===== src/rtl/stage_ctrl_if.sv =====
// rtl/stage_ctrl_if.sv - signal bundle between the core datapath and the stage sequencer
//
// Purpose: groups every non-clock signal of stage_ctrl.
//   slave  : sequencer side (stage_ctrl)
//   master : datapath / memory side
// Signals:
//   pc, imem_ready, dmem_ready, is_mem_op, is_wb,
//   branch_taken, branch_target, halt            datapath -> sequencer
//   if_en, id_en, ex_en, mem_en, wb_en, pc_we,
//   npc, halted, trap, instret                   sequencer -> datapath
interface stage_ctrl_if;
    logic [31:0] pc;
    logic        imem_ready;
    logic        dmem_ready;
    logic        is_mem_op;
    logic        is_wb;
    logic        branch_taken;
    logic [31:0] branch_target;
    logic        halt;
    logic        if_en;
    logic        id_en;
    logic        ex_en;
    logic        mem_en;
    logic        wb_en;
    logic        pc_we;
    logic [31:0] npc;
    logic        halted;
    logic        trap;
    logic [31:0] instret;

    modport slave (
        input  pc, imem_ready, dmem_ready, is_mem_op, is_wb,
               branch_taken, branch_target, halt,
        output if_en, id_en, ex_en, mem_en, wb_en, pc_we, npc,
               halted, trap, instret
    );

    modport master (
        output pc, imem_ready, dmem_ready, is_mem_op, is_wb,
               branch_taken, branch_target, halt,
        input  if_en, id_en, ex_en, mem_en, wb_en, pc_we, npc,
               halted, trap, instret
    );
endinterface


===== src/rtl/stage_ctrl.sv =====
// rtl/stage_ctrl.sv - multi-cycle IF/ID/EX/MEM/WB sequencer with PC update, halt and trap
//
// Purpose: walks one instruction at a time through the five stages, waits on
// the memory ready handshakes, strobes pc_we with npc at retire, counts
// retired instructions, parks on halt and traps on a misaligned taken target.
// Ports:
//   clk    rising-edge clock
//   rst_n  synchronous active-low reset
//   bus    stage_ctrl_if.slave (datapath inputs, stage enables, pc_we/npc,
//          halted, trap, instret)
module stage_ctrl #(
    parameter logic [31:0] RESET_PC = 32'h0000_0000
) (
    input  logic         clk,
    input  logic         rst_n,
    stage_ctrl_if.slave  bus
);
    typedef enum logic [2:0] {
        S_START, S_IF, S_ID, S_EX, S_MEM, S_WB, S_HALT, S_TRAP
    } state_t;

    state_t      r_state;
    state_t      w_next;
    logic        r_taken;
    logic        r_is_wb;
    logic [31:0] r_target;
    logic [31:0] r_instret;

    logic        w_misaligned;
    logic        w_retire;
    logic        w_taken;
    logic [31:0] w_target;

    assign w_misaligned = bus.branch_taken && (bus.branch_target[1:0] != 2'b00);

    // A retire in EX must use the live decode; MEM/WB retires use the copies
    // captured on the EX edge. Being in MEM already records is_mem_op.
    assign w_taken  = (r_state == S_EX) ? bus.branch_taken  : r_taken;
    assign w_target = (r_state == S_EX) ? bus.branch_target : r_target;

    always_comb begin
        w_retire = 1'b0;
        case (r_state)
            S_EX:    w_retire = !w_misaligned && !bus.is_mem_op && !bus.is_wb;
            S_MEM:   w_retire = bus.dmem_ready && !r_is_wb;
            S_WB:    w_retire = 1'b1;
            default: w_retire = 1'b0;
        endcase
    end

    // state register
    always_ff @(posedge clk) begin
        if (!rst_n) begin
            r_state <= S_START;
        end else begin
            r_state <= w_next;
        end
    end

    // next-state logic
    always_comb begin
        w_next = r_state;
        case (r_state)
            S_START: w_next = bus.halt ? S_HALT : S_IF;
            S_IF:    if (bus.imem_ready) w_next = S_ID;
            S_ID:    w_next = S_EX;
            S_EX: begin
                if (w_misaligned)       w_next = S_TRAP;
                else if (bus.is_mem_op) w_next = S_MEM;
                else if (bus.is_wb)     w_next = S_WB;
            end
            S_MEM:   if (bus.dmem_ready && r_is_wb) w_next = S_WB;
            S_WB:    w_next = S_WB;
            S_HALT:  if (!bus.halt) w_next = S_IF;
            S_TRAP:  w_next = S_TRAP;
            default: w_next = S_START;
        endcase
        // halt is only honoured at an instruction boundary
        if (w_retire) begin
            w_next = bus.halt ? S_HALT : S_IF;
        end
    end

    // EX-latched decode and retired-instruction counter
    always_ff @(posedge clk) begin
        if (!rst_n) begin
            r_taken   <= 1'b0;
            r_is_wb   <= 1'b0;
            r_target  <= 32'h0;
            r_instret <= 32'h0;
        end else begin
            if (r_state == S_EX) begin
                r_taken  <= bus.branch_taken;
                r_is_wb  <= bus.is_wb;
                r_target <= bus.branch_target;
            end
            if (w_retire) begin
                r_instret <= r_instret + 32'd1;
            end
        end
    end

    // output decode
    always_comb begin
        bus.if_en  = (r_state == S_IF);
        bus.id_en  = (r_state == S_ID);
        bus.ex_en  = (r_state == S_EX);
        bus.mem_en = (r_state == S_MEM);
        bus.wb_en  = (r_state == S_WB);
        bus.halted = (r_state == S_HALT);
        bus.trap   = (r_state == S_TRAP);
        bus.pc_we  = w_retire;
        bus.npc    = RESET_PC;
        if (w_retire) begin
            bus.npc = w_taken ? w_target : bus.pc + 32'd4;
        end
        bus.instret = r_instret;
    end
endmodule

===== src/flat_wrapper.sv =====
// flat-port wrapper written by rule: the top's interface ports become plain ports
module stage_ctrl_flat 
#(
    parameter logic [31:0] RESET_PC = 32'h0000_0000
)
  (clk, rst_n, bus_pc, bus_imem_ready, bus_dmem_ready, bus_is_mem_op, bus_is_wb, bus_branch_taken, bus_branch_target, bus_halt, bus_if_en, bus_id_en, bus_ex_en, bus_mem_en, bus_wb_en, bus_pc_we, bus_npc, bus_halted, bus_trap, bus_instret);
  stage_ctrl_if bus_i ();
  input  logic clk;
  input  logic rst_n;
  input wire logic [$bits(bus_i.pc)-1:0] bus_pc;
  input wire logic [$bits(bus_i.imem_ready)-1:0] bus_imem_ready;
  input wire logic [$bits(bus_i.dmem_ready)-1:0] bus_dmem_ready;
  input wire logic [$bits(bus_i.is_mem_op)-1:0] bus_is_mem_op;
  input wire logic [$bits(bus_i.is_wb)-1:0] bus_is_wb;
  input wire logic [$bits(bus_i.branch_taken)-1:0] bus_branch_taken;
  input wire logic [$bits(bus_i.branch_target)-1:0] bus_branch_target;
  input wire logic [$bits(bus_i.halt)-1:0] bus_halt;
  output wire logic [$bits(bus_i.if_en)-1:0] bus_if_en;
  output wire logic [$bits(bus_i.id_en)-1:0] bus_id_en;
  output wire logic [$bits(bus_i.ex_en)-1:0] bus_ex_en;
  output wire logic [$bits(bus_i.mem_en)-1:0] bus_mem_en;
  output wire logic [$bits(bus_i.wb_en)-1:0] bus_wb_en;
  output wire logic [$bits(bus_i.pc_we)-1:0] bus_pc_we;
  output wire logic [$bits(bus_i.npc)-1:0] bus_npc;
  output wire logic [$bits(bus_i.halted)-1:0] bus_halted;
  output wire logic [$bits(bus_i.trap)-1:0] bus_trap;
  output wire logic [$bits(bus_i.instret)-1:0] bus_instret;
  assign bus_i.pc = bus_pc;
  assign bus_i.imem_ready = bus_imem_ready;
  assign bus_i.dmem_ready = bus_dmem_ready;
  assign bus_i.is_mem_op = bus_is_mem_op;
  assign bus_i.is_wb = bus_is_wb;
  assign bus_i.branch_taken = bus_branch_taken;
  assign bus_i.branch_target = bus_branch_target;
  assign bus_i.halt = bus_halt;
  assign bus_if_en = bus_i.if_en;
  assign bus_id_en = bus_i.id_en;
  assign bus_ex_en = bus_i.ex_en;
  assign bus_mem_en = bus_i.mem_en;
  assign bus_wb_en = bus_i.wb_en;
  assign bus_pc_we = bus_i.pc_we;
  assign bus_npc = bus_i.npc;
  assign bus_halted = bus_i.halted;
  assign bus_trap = bus_i.trap;
  assign bus_instret = bus_i.instret;
  stage_ctrl #(.RESET_PC(RESET_PC)) u_core (.clk(clk), .rst_n(rst_n), .bus(bus_i));
endmodule

===== config.mk =====
export PLATFORM = sky130hd
export DESIGN_NAME = stage_ctrl_flat
export DESIGN_NICKNAME = d
export VERILOG_FILES = /design/src/rtl/stage_ctrl_if.sv /design/src/rtl/stage_ctrl.sv /design/src/flat_wrapper.sv
export SDC_FILE = /design/constraint.sdc
export NUM_CORES = 1
export LEC_CHECK = 0
export ABC_AREA = 1
export CAP_MARGIN = 5
export CORE_ASPECT_RATIO = 0.75
export CORE_MARGIN = 2
export CORE_UTILIZATION = 40
export DETAILED_ROUTE_END_ITERATION = 7
export PLACE_DENSITY = 0.7
export SLEW_MARGIN = 5
export SYNTH_ARGS = -nofsm -noshare
export SYNTH_HDL_FRONTEND = slang
export SYNTH_SLANG_ARGS = --single-unit

===== constraint.sdc =====
create_clock -name clk -period 3.3 [get_ports clk]
set_clock_uncertainty 0.1 [all_clocks]
set_input_delay 0.495 -clock clk [delete_from_list [all_inputs] [get_ports clk]]
set_output_delay 0.495 -clock clk [all_outputs]
set_load 0.005 [all_outputs]

Word level (Yosys, flattened, before mapping). Index checks and enable logic that the tools add are counted.

Register bits after elaboration: 69. Input port bits: 72. Output and inout port bits: 72. Word-level logic and storage cells: 44.

Add/subtract/negate cells: 2. Equality and inequality tests: 11. Muxes and demuxes: 14. Reduce and logical (&&, ||, !) cells: 12.

Operators by type and width (count): 32-bit two-way mux (3); 32-bit by 1-bit adder with 32-bit output, second input constant (1); 32-bit by 3-bit adder with 32-bit output, second input constant (1); 3-bit two-way mux (8); 3-bit one-hot mux with 8 select lines (1); 3-bit == test, second input constant (4); 3-bit by 2-bit == test with 1-bit output, second input constant (2); 1-bit logical AND (5); 5-bit by 3-bit inequality test with 1-bit output, second input constant (1); 1-bit zero test (4); 4-bit AND reduction (1); 3-bit by 1-bit == test with 1-bit output, second input constant (1); 3-bit zero test (1); 3-bit by 1-bit inequality test with 1-bit output, second input constant (1); 3-bit by 2-bit inequality test with 1-bit output, second input constant (1); 3-bit inequality test, second input constant (1); 1-bit one-hot mux with 3 select lines (1); 2-bit nonzero test (1); 1-bit two-way mux (1).

Longest topological paths before layout.
Word-level depth: 8. Mapped depth: 12. Depth with buffers taken out: 10.

Least setup slack after synthesis. No wires, ideal clock.

Path type: in2out. From: in bus_pc[2]. To: out bus_npc[18]. Data arrival time: 1.525 ns. Data required time: 2.705 ns. Setup slack: 1.180 ns. Stages on the path: 10. Buffers on the path: 0. Path through: ha_1 -> nand2_1 -> nor2_1 -> nand2_1 -> nor2_1 -> nand2_1 -> xor2_1 -> nand2_1 -> nand2_1 -> inv_1.

Longest elaborated chain between the ends: 3.

RTL lines: start: declaration (line flat_wrapper.sv:10) `input wire logic [$bits(bus_i.pc)-1:0] bus_pc;`; 32-bit by 3-bit adder with 32-bit output (line stage_ctrl.sv:115) `bus.npc = w_taken ? w_target : bus.pc + 32'd4;`; 32-bit two-way mux (line stage_ctrl.sv:115); 32-bit two-way mux (line stage_ctrl.sv:114) `if (w_retire) begin`; end: declaration (line flat_wrapper.sv:24) `output wire logic [$bits(bus_i.npc)-1:0] bus_npc;`.

Every way passes these cells.

Final worst setup path.
From: in bus_pc[3]. To: out bus_npc[18].

Same word-level chain as after synthesis.

==> results.ini <==
[timing]
finalSetupViolations = 0
rsz0062_at_grt = true
min_period_ns = 3.21
final_hold_viol_count = 0
finalMaxSlewViolations = 0
whs_ns = 0.390
tightestPinTransition_ns = 0.380
fmax_ghz = 0.312
finalCritPeriodShare_pct = 97.2
slew-limit-headroom_pct = 74.6

[routing]
vias_per_cell = 4.86
wire_per_inst_um = 13.7
ant_nets = 0
drc = 0
first_pass_iters = 6
totalWireLength_um = 15100
vias = 5364
drt-initial-drc-count = 392

[cells_and_area]
syn2layout_area_growth_pct = 41.4
utilization_pct = 57.9
insertedDiodeCount = 0
seqCellArea_sq_um = 1380
fillers = 1167
multi_input_area_sq_um = 2970
nNetsFinal = 1012
drive_gt1_share_pct = 7.54

[global_route]
track_usage_pct = 23.7
busiest_layer = met1
antenna_found_initial = 0
grt_pass1_vias = 4812
use_met2_pct = 31.5
use_met3_pct = 5.86
gr-total-overflow = 0
grt_pass1_wl_um = 24400
grt_max_degree = 41
gr-usage-met1_pct = 37.9

[worst_setup_path]
critical_path_arrival_ns = 2.61
worstPathRequired_ns = 2.70
crit_top_cell = nand2_1
cp_max_fo = 4
worstSetupPathType = input port to primary output
end_kind = primary output
worstPathCellList = clkdlybuf4s50_1, ha_1, nand2_1, nor2_2, nand2_2, nor2_2, nand2_1, xor2_1, nand2_1, nand2_1, inv_1, clkdlybuf4s50_1
cp_top_family = buffers and inverters
slowest_delay_ns = 0.51
worst-path-buf-inv = 3
cp_slowest_cell = clkdlybuf4s50_1
crit_path_start_kind = input port

[die]
die_h_um = 98.4
start_util_pct = 41.0
die_w_um = 130
core_area_sq_um = 11600
die-area_sq_um = 12800
num_io_pins = 144
fp-row-count = 34

[yosys]
synth-edff-count = 0
syn_inst = 791
synth_seq_area_share_pct = 29.0
syn_avg_cell_area_sq_um = 6.01
synth_area_leaders = dfxtp_1, nand2_1, nor2_1, inv_1, mux2i_1
synth_warnings = 0
synth-main-ff-cell = dfxtp_1
yosys.area.top_type = dfxtp_1
synth_top_cells_by_count = nand2_1, nor2_1, inv_1
yosysMostFrequentCell = nand2_1
async_flop_share_pct = 0
yosysTopAreaCellShare_pct = 29.0
syn_nets = 865
yosysUniqueCellTypes = 33
netlist_area_sq_um = 4760
synth_seq_cells = 69

[cts]
htree_levels = 3
cts.sinks = 69
cts_tree = yes
cts_inserted_buffers = 9
cts-hold-fix-buffers = 0
clkTransAtPathRegs_ns = 0.05
worst_skew_pair.late_latency_ns = 0.33
clockRootBuffer = clkbuf_16
cts_buffer_depth = 2

[power]
ir_worst_vdd_mv = 0.316
p_per_area_nw_per_um2 = 460
power.leakage_nw = 2.77

[placed_design]
dpl.hpwl_um = 11500
place.gp.congestion = 1.00
numPortBuffers = 143

[job]
cap_violations = 0

[run_status]
status = finished clean

[min_path]
hold_path.class = register to register

==> flip-flops by register name, summed over array words and instances, names as in the netlist, named ones only <==
name	count
u_core.bus.instret	32
u_core.r_state	2
u_core.r_target	32
u_core.r_taken	1
u_core.r_is_wb	1
==> placed cells by master (no fill, tap or decap), drive strengths merged <==
cell           netlist  final
a211oi               7      7
nand2              250    250
dfxtp               69     69
clkdlybuf4s50        0    143
o21ai               31     31
xnor2                6      6
or2                 10     10
nand3               48     48
nor3b                1      1
inv                 77     76
a31oi                2      2
nand4                4      4
nand3b              15     15
nor3                16     16
xor2                13     13
ha                   2      2
and3                 2      2
nor2               158    158
mux2i               24     24
o21bai               1      1
buf                 22     21
a21oi               27     27
clkbuf               6     13
clkinv               0      3
==> layout make-up <==
cell class	instances	share of cell area, %
clock buffer	13	3.72
clock inverter	2	0.149
inverter	77	4.30
multi-input combinational	617	44.1
sequential	69	20.6
tap	162	3.01
timing repair buffer	164	24.2
==> worst min-delay path: cells and delay by family, from the launching register on <==
family / cells / cell delay, ns
and+or+nand+nor: 1 / 0.08
muxes: 1 / 0.07
DFF: 1 / 0.30
==> through the flow <==
stage            TNS, ns  power (W)  area (sq um)  std cells  worst slack, ns
2_1_floorplan          0    0.00169          4760        791             1.18
5_1_grt          -0.0177    0.00329          6730       1104          -0.0177
6_report               0    0.00310          6730       1104           0.0927
3_5_place_dp           0    0.00221          6420       1087           0.0141
3_3_place_gp   -0.000187    0.00221          6420       1087        -0.000187
4_1_cts                0    0.00310          6680       1102          0.00909
==> where the power goes <==
part | internal (W) | switching (W)
registers | 0.000902 | 0.0000506
clock network | 0.000523 | 0.000358
logic | 0.000577 | 0.000685
total | 0.00200 | 0.00109
==> repair_timing <==
| item | CTS | global route |
|---|---|---|
| gates resized for setup | 0 | 11 |
| setup buffers | 0 | 2 |
| endpoints found under the setup margin | 0 | 26 |
==> worst paths after layout <==
check / startpoint / endpoint / slack [ns] / cells after the start
max: bus_pc[3] / bus_npc[18] / 0.09 / 12
min: u_core.r_target[19]$_SDFF_PN0_ / u_core.r_target[19]$_SDFF_PN0_ / 0.39 / 2
max reg2reg: u_core.r_state[1]$_SDFFE_PN0P_ / u_core.bus.instret[24]$_SDFFE_PN0P_ / 1.00 / 11
min reg2reg: u_core.r_target[19]$_SDFF_PN0_ / u_core.r_target[19]$_SDFF_PN0_ / 0.39 / 2
==> layer usage <==
layer	vias up	part of all wire, %
met5	-	0
met4	0	1.1
met3	13	8.1
met2	206	38
met1	2363	53
li1	2782	-
==> cell families (layout without fill, tap and decap cells) <==
kind of cell	after synthesis	count (layout)	share of synthesized area [%]
xor+xnor	19	19	3.50
buf+inv	105	256	9.29
simple gates	504	504	44.1
fa+ha+maj	2	2	0.526
mux	24	24	5.05
compound gates	68	68	8.45
flops	69	69	29.0
Note: power is estimated with default switching activity, not from simulation.
==> patch, RTL diff (config.mk and constraints unchanged) <==
The 8 states of `state_t` get a one-hot encoding in 8 bits.
--- a/src/rtl/stage_ctrl.sv
+++ b/src/rtl/stage_ctrl.sv
@@ -16,6 +16,6 @@
     stage_ctrl_if.slave  bus
 );
-    typedef enum logic [2:0] {
-        S_START, S_IF, S_ID, S_EX, S_MEM, S_WB, S_HALT, S_TRAP
+    typedef enum logic [7:0] {
+        S_START = 8'b00000001, S_IF = 8'b00000010, S_ID = 8'b00000100, S_EX = 8'b00001000, S_MEM = 8'b00010000, S_WB = 8'b00100000, S_HALT = 8'b01000000, S_TRAP = 8'b10000000
     } state_t;
 
Check against the original RTL: same outputs for any inputs over 10 cycles, from zero or initial values and one cycle with rst_n low; not proved beyond that.
==> patch against the unedited design <==
Synthesized area up 6.2%; worst hold slack worse by 20 ps; sequential cell count up 5; sequential share of layout area up 0.32 points; synthesized cell count up 8.2%; setup slack worse by 16 ps; core utilization down 0.26 points; global-route usage up 0.47 points; cell area up 5.5%; wire length up 11%; final cell count up 6.9%.
Power is not compared: it rests on default switching activity, and its combinational part moved more than twofold at a synthesized area within 25%.
==> patch: results (changes against the unedited design) <==
Setup path
  • Worst setup path class: primary input to primary output
  • Reg2reg path depth: 11 (unchanged)
  • Reg2reg end: u_core.bus.instret[23]
  • CP arrival: 2630 ps (+20 ps)
  • Cell at the slowest stage of the critical path: clkdlybuf4s50_1
  • R2r startpoint: u_core.r_state[0]
  • Crit path largest cell delay: 520 ps
  • Worst reg2reg setup slack: 1270 ps (+270 ps)
  • Worst-path fanout max: 3 (-1)
  • CP Capture Point: bus_npc[16]

Route
  • Drt first pass iters: 5 (-1)
  • Vias per cell: 4.92 (+1.2%)
  • DRT Wirelength: 16.7 mm (+11%)
  • Via count: 5,804 (+8.2%)
  • DR iter-0 viols: 403 (+2.8%)

Yosys
  • Ys flop type: dfxtp_1
  • Mapped Nets: 930 (+7.5%)
  • Seq/Total Area, Yosys: 29.3% (+0.30 points)
  • Synth top area cells: dfxtp_1 29%, nand2_1 20%, nor2_1 12%, a21oi_1 5.6%, inv_1 5.5%
  • Netlist cell types: 29 (-12%)
  • Avg Cell Area, Syn: 5.90 µm² (-1.9%)
  • Post-synth top cells: 270 x nand2_1, 156 x nor2_1, 74 x dfxtp_1, 74 x inv_1, 56 x a21oi_1

Clock network
  • Number of buffers inserted by post-CTS setup repair: 0 (unchanged)
  • PostCTS Resize Cnt: 0 (unchanged)
  • H-tree depth: 3 (unchanged)

Final layout
  • Final core occ: 57.7% (-0.26 points)
  • Fin nets: 1,083 (+7.0%)
  • Layout cells sized above 1: 11.2% (+3.7 points)

Power
  • Sw power: 0.596 mW
  • Worst VDD drop: 0.246 mV

Placement
  • Placed cell count: 1,164 (+7.1%)
  • Post-DP HPWL: 13.0 mm (+13%)
  • Placed cell areas: 0.00673 mm² (+4.9%)
  • Gpl congestion: 1.04 (+3.9%)
  • Place WS: 59.5 ps (+45.4 ps)

Global route
  • Met3 Usage GRT: 5.86% (-0.0073 points)
  • Wire length of the first global-routing pass: 26.0 mm (+6.6%)
  • M1 GR Usage: 37.7% (-0.17 points)
  • Gr usage total: 24.2% (+0.47 points)
  • Met2 Track Usage GR: 33.5% (+2.0 points)
  • Number of global-route vias before repair: 5,055 (+5.0%)
  • Largest net degree at the start of global routing: 28 (-32%)

Timing
  • WHS: 369 ps (-20.5 ps)
  • Setup TNS: 0 ps (unchanged)
  • Post-route setup slack: 76.4 ps (-16.3 ps)
  • Slew HR: 68.5% (-6.1 points)

Outcome
  • Outcome: finished clean

Min path
  • Hold endpoint: u_core.r_is_wb
  • Hold Startpoint: u_core.r_is_wb
## patch: changes by cell type after synthesis, sizes merged, moves of 5 or more
cell | unedited run | this run
clkbuf | 6 | 11
a21oi | 27 | 58
nand2 | 250 | 273
mux2i | 24 | 0
nand3 | 48 | 40
nand4 | 4 | 9
dfxtp | 69 | 74
xor2 | 13 | 19
or2 | 10 | 33
a211oi | 7 | 0
o21ai | 31 | 45
## patch: layout make-up
class	count	area, µm²
clock buffer	9	225
clock inverter	7	58.8
fill	1258	5210
inverter	77	297
multi-input combinational	675	3170
sequential	74	1480
tap	166	208
timing repair buffer	172	1650
## patch: tightest hold or removal path: stages (launching register included)
cell	delay [ps]
dfxtp_1	310
inv_1	60
a21oi_1	50
## patch: power groups by stage
stage | Sequential [mW] | Combinational, mW | Clock (mW)
2_1_floorplan | 0.936 | 0.149 | 0
3_3_place_gp | 0.938 | 0.306 | 0
3_5_place_dp | 0.938 | 0.305 | 0
4_1_cts | 0.918 | 0.308 | 0.959
5_1_grt | 0.920 | 0.350 | 0.995
6_report | 0.918 | 0.319 | 0.944
## patch: cell families (layout without fill, tap and decap cells)
| group | count (synthesis) | after routing | share of synthesized area, % |
|---|---|---|---|
| simple gates | 545 | 545 | 46.1 |
| buf+inv | 107 | 265 | 9.19 |
| compound gates | 104 | 104 | 10.7 |
| flops | 74 | 74 | 29.3 |
| xor+xnor | 24 | 24 | 4.16 |
| fa+ha+maj | 2 | 2 | 0.496 |
## patch: routing by layer
layer / vias to the layer above / part of all wire (%)
met5: - / 0
met4: 0 / 1.1
met3: 19 / 6.7
met2: 180 / 39
met1: 2612 / 53
li1: 2993 / -
